===== config.mk =====
export PLATFORM = sky130hd
export DESIGN_NAME = reg_arb4
export DESIGN_NICKNAME = d
export VERILOG_FILES = /design/src/rtl/reg_arb4_pkg.sv /design/src/rtl/reg_arb4_reg_rs.sv /design/src/rtl/reg_arb4.sv
export SDC_FILE = /design/constraint.sdc
export NUM_CORES = 1
export LEC_CHECK = 0
export CAP_MARGIN = 10
export CORE_ASPECT_RATIO = 0.75
export CORE_MARGIN = 2
export CORE_UTILIZATION = 38
export DETAILED_ROUTE_END_ITERATION = 7
export GPL_ROUTABILITY_DRIVEN = 0
export MAX_ROUTING_LAYER = met4
export PLACE_DENSITY = 0.85
export SLEW_MARGIN = 5
export SYNTH_ARGS = -nofsm -noshare
export SYNTH_HDL_FRONTEND = slang
export SYNTH_SLANG_ARGS = --single-unit

===== constraint.sdc =====
create_clock -name clk -period 1.6 [get_ports clk]
set_input_delay 0.32 -clock clk [delete_from_list [all_inputs] [get_ports clk]]
set_output_delay 0.32 -clock clk [all_outputs]
set_load 0.005 [all_outputs]

===== src/rtl/reg_arb4_pkg.sv =====
// reg_arb4_pkg
// Shared constants for the four-requester register arbiter: command
// encodings, FSM state encodings, reset pointer value and the
// round-robin winner search used by the arbiter.
package reg_arb4_pkg;

  localparam int NREQ = 4;

  // Requester 0 gets first priority after reset.
  localparam logic [1:0] LAST_RESET = 2'd3;

  typedef enum logic [1:0] {
    CMD_LOAD  = 2'b00,
    CMD_SET   = 2'b01,
    CMD_CLEAR = 2'b10,
    CMD_HOLD  = 2'b11
  } cmd_e;

  typedef enum logic [1:0] {
    ST_IDLE  = 2'b00,
    ST_GRANT = 2'b01,
    ST_ACK   = 2'b10
  } state_e;

  // Scan last+1, last+2, last+3, last (mod 4); the first requesting
  // index wins. The 2-bit sum wraps naturally. If no request is set
  // the result is 'last', which callers ignore.
  function automatic logic [1:0] rr_winner(input logic [3:0] req,
                                           input logic [1:0] last);
    logic [1:0] idx;
    logic [1:0] win;
    logic       found;
    win   = last;
    found = 1'b0;
    for (int k = 1; k <= NREQ; k++) begin
      idx = last + 2'(k);
      if (!found && req[idx]) begin
        win   = idx;
        found = 1'b1;
      end else begin
        found = found;
      end
    end
    return win;
  endfunction

endpackage


===== src/rtl/reg_arb4_reg_rs.sv =====
// reg_arb4_reg_rs
// WIDTH-bit storage register with asynchronous active-low reset and
// synchronous clear / set / load, all qualified by en. With en high and
// no operation strobe, the value is held.
// Ports:
//   clk, reset_n : clock, async active-low reset (clears q)
//   en           : enables the synchronous operations
//   clr, set     : force all zeros / all ones (clear wins over set)
//   load, d      : load d
//   q            : stored value
module reg_arb4_reg_rs #(
  parameter int WIDTH = 8
) (
  input  logic             clk,
  input  logic             reset_n,
  input  logic             en,
  input  logic             clr,
  input  logic             set,
  input  logic             load,
  input  logic [WIDTH-1:0] d,
  output logic [WIDTH-1:0] q
);

  // Storage with async reset and prioritised synchronous operations.
  always_ff @(posedge clk or negedge reset_n) begin
    if (!reset_n) begin
      q <= {WIDTH{1'b0}};
    end else if (en) begin
      if (clr) begin
        q <= {WIDTH{1'b0}};
      end else if (set) begin
        q <= {WIDTH{1'b1}};
      end else if (load) begin
        q <= d;
      end else begin
        q <= q;
      end
    end else begin
      q <= q;
    end
  end

endmodule


===== src/rtl/reg_arb4.sv =====
// reg_arb4
// Four-requester round-robin arbiter in front of one shared WIDTH-bit
// register. Each access takes IDLE -> GRANT -> ACK -> IDLE: the winner's
// command and data are latched on the IDLE edge, the register is written
// on the GRANT edge, and ack pulses for one cycle in ACK.
// Ports:
//   clk, reset_n : clock, async active-low reset
//   req[3:0]     : request per requester
//   cmd[7:0]     : 2-bit command per requester, [2i+1:2i]
//   wdata        : WIDTH-bit write data per requester, slice i
//   gnt[3:0]     : registered one-hot grant (high during GRANT)
//   ack[3:0]     : registered one-hot completion pulse (high during ACK)
//   q            : shared register value
//   busy         : state is not IDLE
module reg_arb4
  import reg_arb4_pkg::*;
#(
  parameter int WIDTH = 8
) (
  input  logic               clk,
  input  logic               reset_n,
  input  logic [3:0]         req,
  input  logic [7:0]         cmd,
  input  logic [4*WIDTH-1:0] wdata,
  output logic [3:0]         gnt,
  output logic [3:0]         ack,
  output logic [WIDTH-1:0]   q,
  output logic               busy
);

  state_e           state;
  state_e           state_nx;
  logic [1:0]       last;
  logic [1:0]       last_nx;
  cmd_e             cmd_lat;
  cmd_e             cmd_lat_nx;
  logic [WIDTH-1:0] data_lat;
  logic [WIDTH-1:0] data_lat_nx;
  logic [3:0]       gnt_nx;
  logic [3:0]       ack_nx;
  logic [1:0]       win;
  logic             reg_en;
  logic             reg_clr;
  logic             reg_set;
  logic             reg_load;

  logic [1:0]       cmd_vec   [NREQ];
  logic [WIDTH-1:0] wdata_vec [NREQ];

  for (genvar i = 0; i < NREQ; i++) begin : g_unpack
    assign cmd_vec[i]   = cmd[2*i +: 2];
    assign wdata_vec[i] = wdata[WIDTH*i +: WIDTH];
  end

  assign win  = rr_winner(req, last);
  assign busy = (state != ST_IDLE);

  // Next-state, grant/ack and latch logic.
  always_comb begin
    state_nx    = state;
    last_nx     = last;
    cmd_lat_nx  = cmd_lat;
    data_lat_nx = data_lat;
    gnt_nx      = gnt;
    ack_nx      = ack;
    case (state)
      ST_IDLE: begin
        if (|req) begin
          state_nx    = ST_GRANT;
          last_nx     = win;
          cmd_lat_nx  = cmd_e'(cmd_vec[win]);
          data_lat_nx = wdata_vec[win];
          gnt_nx      = 4'b0001 << win;
          ack_nx      = 4'b0000;
        end else begin
          state_nx = ST_IDLE;
        end
      end
      ST_GRANT: begin
        // Grant hands over to ack for the same requester; inputs ignored.
        state_nx = ST_ACK;
        gnt_nx   = 4'b0000;
        ack_nx   = gnt;
      end
      ST_ACK: begin
        state_nx = ST_IDLE;
        gnt_nx   = 4'b0000;
        ack_nx   = 4'b0000;
      end
      default: begin
        state_nx = ST_IDLE;
        gnt_nx   = 4'b0000;
        ack_nx   = 4'b0000;
      end
    endcase
  end

  // Register-write strobes: the write happens on the GRANT -> ACK edge.
  always_comb begin
    reg_en   = (state == ST_GRANT);
    reg_clr  = 1'b0;
    reg_set  = 1'b0;
    reg_load = 1'b0;
    case (cmd_lat)
      CMD_LOAD:  reg_load = 1'b1;
      CMD_SET:   reg_set  = 1'b1;
      CMD_CLEAR: reg_clr  = 1'b1;
      CMD_HOLD:  reg_load = 1'b0;
      default:   reg_load = 1'b0;
    endcase
  end

  // FSM state, round-robin pointer, latched command and registered outputs.
  always_ff @(posedge clk or negedge reset_n) begin
    if (!reset_n) begin
      state    <= ST_IDLE;
      last     <= LAST_RESET;
      cmd_lat  <= CMD_LOAD;
      data_lat <= {WIDTH{1'b0}};
      gnt      <= 4'b0000;
      ack      <= 4'b0000;
    end else begin
      state    <= state_nx;
      last     <= last_nx;
      cmd_lat  <= cmd_lat_nx;
      data_lat <= data_lat_nx;
      gnt      <= gnt_nx;
      ack      <= ack_nx;
    end
  end

  reg_arb4_reg_rs #(
    .WIDTH (WIDTH)
  ) u_reg (
    .clk     (clk),
    .reset_n (reset_n),
    .en      (reg_en),
    .clr     (reg_clr),
    .set     (reg_set),
    .load    (reg_load),
    .d       (data_lat),
    .q       (q)
  );

endmodule


==> flow_metrics.tcl, run 1 <==
set metrics [dict create \
    status "finished, violations left" \
    violations "setup timing" \
    crit_chain "nand2b_2, a21oi_2, a211oi_4, buf_6, clkbuf_16, mux2i_1, o221ai_1" \
    fillCellCount 273 \
    finalHoldViolations 0 \
    max_freq_ghz 0.5730 \
    ys_seq_area_share_pct 51.06 \
    cts_root_buffer "clkbuf_8" \
    numCtsBuffers 5 \
    timing.rr.start "last[0]$_DFFE_PN1N_" \
    synthFlopType "dfrtp_1" \
    cap_viol_max_count 0 \
    cp.arrival_ns 1.90 \
    clock_skew_ns 0.002923 \
    wl_per_cell_um 15.06 \
    drtIter0Drc 42 \
    cts_tree "yes" \
    setup_tns_ns -1.351 \
    slew_violations 0 \
    wl_um 4186 \
    clk_latency_ns 0.29 \
    grt_pass1_wl_um 6423 \
    drive_above_1_share_pct 17.70 \
    syn2layout_area_growth_pct 68.28 \
    ys_ff_latch 30 \
    ant_nets 0 \
    synth.most_common_cell "dfrtp_1" \
    ios 63 \
    grt_pass1_vias 1408 \
    post-place-ws_ns -0.4123 \
    crit_family "flip-flops" \
    synth_common_cells "28 x dfrtp_1, 20 x mux2i_1, 18 x nand2_1" \
    synth_largest_area_cell "dfrtp_1" \
    rsz0062_at_grt "true" \
    cts.sinks 30 \
    vias 1386 \
    max-vdd-ir-drop_mv 0.7403 \
    hp-class "in -> async" \
    nets 271 \
    syn_area_um2 1475 \
    p_leak_nw 1.140 \
    fin_hold_ws_ns 0.3924 \
    critPathKind "reg -> reg" \
    ys_async_sr_fraction_pct 100.0 \
    die_h_um 57.96 \
    die-width_um 75.95 \
    slew_headroom_pct 81.78 \
    startpoint "last[0]$_DFFE_PN1N_" \
    p_per_area_nw_per_um2 1759 \
    period_minus_slack_ns 1.745 \
    io_buffers 62 \
    power_w 0.004366 \
    synth_area_per_cell_um2 10.46 \
    coreArea_um2 3685 \
    drc 0 \
    crit_required_ns 1.76 \
    clockBufferDepth 2 \
    grt_remaining_overflow 0 \
    routed_via_density 4.986 \
    start_kind "register" \
    synth_edf_count 0 \
    htree_levels 2 \
    dr.pass1.iters 4 \
    fin_area_um2 2482 \
    grt_max_degree 31 \
    dp_hpwl_um 2829 \
    syn_inst 141 \
    grt_antenna_before_repair 0 \
    path_clk_slew_ns 0.06 \
    synth_fp_nets 187 \
    synthTopCellsByArea "dfrtp_1 47%, mux2i_1 14%, o221ai_1 5.9%" \
    start_util_pct 40.03 \
    synth_top_area_share_pct 47.50 \
    antenna_cells 0 \
    fin_crit_sh_pct 109.1 \
    grt_usage_pct 19.46 \
    num_rows 19 \
    max_stage_delay_ns 0.55 \
    ys_types 20 \
    tightest_slew_ns 0.2733 \
    dpl_cell_area_um2 2261 \
    crit_buf_inv 2 \
    finalSetupViolCount 13 \
    setup_ws_ns -0.1452 \
    crit_fanout 11 \
    critPathSlowestCell "dfstp_2" \
    crit_path_end_kind "register" \
    ys_warn_count 0 \
    die-area_um2 4402 \
]
timing repair:
item / 4_1_cts / 5_1_grt
pin swaps: 0 / 3
hold buffers: 0 / 0
setup buffers: 0 / 4
resized for setup: 1 / 16
cloned: 0 / 2
endpoints found under the setup margin: 11 / 15
stage by stage:
step | instances | util, %
after floorplan | 141 | -
after global placement | 264 | 61.36
after detailed placement | 264 | 61.36
after CTS | 272 | 63.80
after global routing | 278 | 67.37
final | 278 | 67.37
flip-flops by register name (all words and copies together), names as in the netlist:
name and cells:
state 2, u_reg.q 8, ack 4, data_lat 8, cmd_lat 2, gnt 4
last 2
layout by cell type, fill, tap and decap left out:
cell             instances
buf_6                    2
inv_1                    4
clkbuf_8                 6
nand2b_4                 3
a211oi_4                 1
clkbuf_16                2
dlygate4sd2_1            1
a22o_1                   4
buf_8                    1
o21ai_2                  2
buf_4                   14
o21ai_0                  1
dfstp_2                  2
nand2b_2                 1
nor3b_1                  1
or2_4                    1
nand2b_1                10
o21ai_1                  3
o221ai_1                10
nand2_1                 18
nor3b_2                  1
mux2i_1                 20
dlymetal6s2s_1           2
a21oi_1                 10
clkinv_2                 1
nor2_1                  14
a21oi_2                  1
dfrtp_1                 28
clkbuf_1                 1
buf_12                   2
clkdlybuf4s50_1         59
cell type report:
type	instances	area, µm²	share of cell area [%]
multi-input combinational	101	700.7	28.23
clock buffer	7	86.33	3.478
clock inverter	1	5.005	0.2016
sequential	30	753.2	30.34
timing repair buffer	83	857.1	34.53
inverter	4	15.01	0.6048
tap	52	65.06	2.621
layer usage:
metal | vias up | routed length (µm) | GRT usage [%]
li1 | 665 | - | -
met1 | 664 | 1837 | 22.71
met2 | 50 | 2050 | 31.89
met3 | 7 | 247 | 6.386
met4 | 0 | 51 | 7.532
met5 | - | 0 | -
worst reg2reg max path: stages (launching register included):
cell and delay (ns):
dfstp_2 0.55, nand2b_2 0.13, a21oi_2 0.07, a211oi_4 0.23, buf_6 0.15, clkbuf_16 0.17
mux2i_1 0.21, o221ai_1 0.12
cells by family after synthesis:
group,synth area share [%]
mux,13.57
compound gates,15.69
simple gates,15.86
flops,51.06
buf+inv,3.816
where the power goes:
group	internal (W)	leakage, nW	switching, W
clock network	0.000346	0.0482	0.000281
logic	0.00136	0.720	0.00104
registers	0.00113	0.371	0.000221
total	0.00283	1.14	0.00154
worst paths after layout:
| check | endpoint | depth (start not counted) | slack (ns) |
|---|---|---|---|
| hold reg to reg | data_lat[2]$_DFFE_PN0N_ | 2 | 0.49 |
| hold / removal | gnt[1]$_DFFE_PN0P_ | 2 | 0.39 |
| max in group asynchronous | last[1]$_DFFE_PN1N_ | 2 | 0.97 |
| setup reg to reg | data_lat[3]$_DFFE_PN0N_ | 7 | -0.15 |
| setup / recovery | data_lat[3]$_DFFE_PN0N_ | 7 | -0.15 |
| min in group clk | data_lat[2]$_DFFE_PN0N_ | 2 | 0.49 |
(Power assumes the default switching activity.)
==> inputs of run 2 (changes only) <==
--- a/config.mk
+++ b/config.mk
@@ -8,12 +8,12 @@
 export CAP_MARGIN = 10
 export CORE_ASPECT_RATIO = 0.75
 export CORE_MARGIN = 2
-export CORE_UTILIZATION = 38
+export CORE_UTILIZATION = 47
 export DETAILED_ROUTE_END_ITERATION = 7
 export GPL_ROUTABILITY_DRIVEN = 0
 export MAX_ROUTING_LAYER = met4
-export PLACE_DENSITY = 0.85
-export SLEW_MARGIN = 5
+export PLACE_DENSITY = 0.94
 export SYNTH_ARGS = -nofsm -noshare
 export SYNTH_HDL_FRONTEND = slang
+export SYNTH_HIERARCHICAL = 1
 export SYNTH_SLANG_ARGS = --single-unit
==> constraint.sdc (replaced) <==
create_clock -name clk -period 2.1 [get_ports clk]
set_input_delay 0.42 -clock clk [delete_from_list [all_inputs] [get_ports clk]]
set_output_delay 0.42 -clock clk [all_outputs]
set_load 0.005 [all_outputs]
==> flow_metrics.tcl, run 2 <==
set metrics [dict create \
    status "finished, final reports clean" \
    drive_above_1_share_pct 15.49 \
    mostFrequentLayoutCell "clkdlybuf4s50_1" \
    synth.most_common_cell "dfrtp_1" \
    coreArea_um2 3288 \
    clk_latency_ns 0.29 \
    cts_tree "yes" \
    wl_um 3705 \
    rsz0062_at_grt "false" \
    cp.arrival_ns 2.00 \
    synth_edf_count 0 \
    start_kind "input pin" \
    crit_chain "clkdlybuf4s50_1, nor3b_1, a21oi_1, o21ai_2, buf_12, mux2i_1, o221ai_1" \
    finalSetupViolCount 0 \
    crit_required_ns 2.25 \
    reg.largest.list "data_lat (8), u_reg/q (8)" \
    ys_seq_area_share_pct 46.45 \
    rr_endpoint "data_lat[0]$_DFFE_PN0P_" \
    antenna_cells 0 \
    syn_inst 154 \
    setup_tns_ns 0 \
    post-place-ws_ns -0.05163 \
    critPathSlowestCell "clkdlybuf4s50_1" \
    grt_max_degree 31 \
    cts_resized 0 \
    wl_per_cell_um 13.93 \
    grt_usage_pct 21.63 \
    die-area_um2 3941 \
    ys_ff_latch 30 \
    die_h_um 54.87 \
    synth_common_cells "28 x dfrtp_1, 21 x mux2i_1, 20 x nand2_1" \
    crit_fanout 23 \
    slew_headroom_pct 65.64 \
    ys_warn_count 6 \
    ys_types 30 \
    slew_violations 0 \
    crit_path_end_kind "register" \
    ios 63 \
    drc 0 \
    clockBufferDepth 2 \
    grt_remaining_overflow 0 \
    die-width_um 71.83 \
    cap_viol_max_count 0 \
    max_stage_delay_ns 0.51 \
    synthFlopType "dfrtp_1" \
    cts_root_buffer "clkbuf_8" \
    htree_levels 2 \
    crit_family "buffers and inverters" \
    max-vdd-ir-drop_mv 0.8250 \
    numCtsBuffers 5 \
    p_leak_nw 1.052 \
    routed_via_density 5.504 \
    syn2layout_area_growth_pct 48.38 \
    finalHoldViolations 0 \
    syn_area_um2 1622 \
    postCtsSetupRepairBufs 0 \
    io_buffers 62 \
    grt_pass1_wl_um 6030 \
    drtIter0Drc 105 \
    path_depth 7 \
    synth_area_per_cell_um2 10.53 \
    dr.pass1.iters 4 \
    synthTopCellsByArea "dfrtp_1 43%, mux2i_1 13%, nor3_2 7.4%" \
    start_util_pct 49.32 \
    num_rows 18 \
    grt_antenna_before_repair 0 \
    startpoint "req[1]" \
    hp-class "reg -> reg" \
    fin_crit_sh_pct 88.07 \
    r2r_slack_ns 0.38 \
    period_minus_slack_ns 1.849 \
    dp_cells 258 \
    hold_buffers 0 \
    timing.rr.start "last[1]$_DFFE_PN1P_" \
    dp_hpwl_um 2806 \
    crit_path_end "data_lat[0]$_DFFE_PN0P_" \
    grt_pass1_vias 1274 \
    synth_largest_area_cell "dfrtp_1" \
    synth_top_area_share_pct 43.21 \
    ys_async_sr_fraction_pct 100.0 \
    rr_worst_depth 6 \
    synth_fp_nets 200 \
    p_per_area_nw_per_um2 1344 \
    critPathKind "in -> reg" \
    fin_cells 266 \
    clock_skew_ns 0.008205 \
    vias 1464 \
    tightest_slew_ns 0.5134 \
    path_clk_slew_ns 0.06 \
    ant_nets 0 \
    crit_buf_inv 2 \
    nets 271 \
    max_freq_ghz 0.5407 \
    cts.sinks 30 \
    setup_ws_ns 0.2505 \
    final_cell_mix "62 x clkdlybuf4s50_1, 28 x dfrtp_1, 21 x mux2i_1" \
]
run 2: area by class of cell:
| cell class | instances | area (µm²) |
|---|---|---|
| Inverter | 7 | 26.28 |
| Tap cell | 40 | 50.05 |
| Fill cell | 234 | 882.1 |
| Timing Repair Buffer | 72 | 708.2 |
| Sequential cell | 30 | 753.2 |
| Multi-Input combinational cell | 109 | 773.2 |
| Clock buffer | 6 | 82.58 |
| Clock inverter | 2 | 12.51 |
run 2: routing by layer:
| metal | global-route usage (%) | vias to the layer above | routed length [µm] |
|---|---|---|---|
| met1 | 28.16 | 685 | 1715 |
| met4 | 7.233 | 0 | 49 |
| li1 | - | 711 | - |
| met2 | 31.79 | 63 | 1653 |
| met5 | - | - | 0 |
| met3 | 7.551 | 5 | 287 |
run 2: where the power goes:
part	leakage, nW	internal [W]	switching (W)
registers	0.380	0.000848	0.000203
clock network	0.0472	0.000263	0.000221
logic	0.625	0.000890	0.000808
total	1.05	0.00200	0.00123
run 2: how the worst min path moves through the flow:
stage                       startpoint                      end  slack [ns]  cells past startpoint
6_report       data_lat[5]$_DFFE_PN0P_  data_lat[5]$_DFFE_PN0P_        0.50                      2
5_1_grt        data_lat[1]$_DFFE_PN0P_  data_lat[1]$_DFFE_PN0P_        0.52                      2
4_1_cts        data_lat[5]$_DFFE_PN0P_  data_lat[5]$_DFFE_PN0P_        0.50                      2
3_5_place_dp   data_lat[5]$_DFFE_PN0P_  data_lat[5]$_DFFE_PN0P_        0.48                      2
3_3_place_gp   data_lat[1]$_DFFE_PN0P_  data_lat[1]$_DFFE_PN0P_        0.48                      2
2_1_floorplan                  reset_n       ack[0]$_DFFE_PN0P_        0.12                      0
run 2: logic make-up after synthesis:
kind of cell	Yosys count	share of synthesized area, %
AND/OR/NAND/NOR	54	20.29
AO/OA/AOI/OAI	34	14.43
flip-flops	30	46.45
multiplexers	21	12.96
buffers and inverters	15	5.864
run 2: per-stage QoR:
step / util (%) / power (W) / hold slack [ns] / area, µm²
CTS: 73.17 / 0.003252 / 0.5000 / 2406
global placement: 70.28 / 0.002687 / 0.4789 / 2311
global route: 73.17 / 0.003477 / 0.5234 / 2406
floorplan: - / 0.002143 / 0.1244 / 1622
finish: 73.17 / 0.003233 / 0.4958 / 2406
detailed placement: 70.28 / 0.002746 / 0.4813 / 2311
run 2: tightest hold or removal path: stages (launching register included):
cell      delay, ns
dfrtp_1        0.34
nand2_1        0.05
o221ai_1       0.06
==> inputs of run 3 (changes only) <==
--- a/config.mk
+++ b/config.mk
@@ -11,6 +11,7 @@
 export CORE_UTILIZATION = 47
 export DETAILED_ROUTE_END_ITERATION = 7
 export GPL_ROUTABILITY_DRIVEN = 0
+export HOLD_SLACK_MARGIN = 0.05
 export MAX_ROUTING_LAYER = met4
 export PLACE_DENSITY = 0.94
 export SYNTH_ARGS = -nofsm -noshare
==> constraint.sdc (replaced) <==
create_clock -name clk -period 2.1 [get_ports clk]
set_input_delay 0.42 -clock clk [delete_from_list [all_inputs] [get_ports clk]]
set_output_delay 0.42 -clock clk [all_outputs]
set_load 0.01 [all_outputs]
==> results of run 3 <==
Same layout as run 2 (identical final DEF). Status: finished, final reports clean.
Among the figures that moved: total power 0.003233 W -> 0.003281 W; worst IR drop on VDD 0.8250 mV -> 0.8281 mV
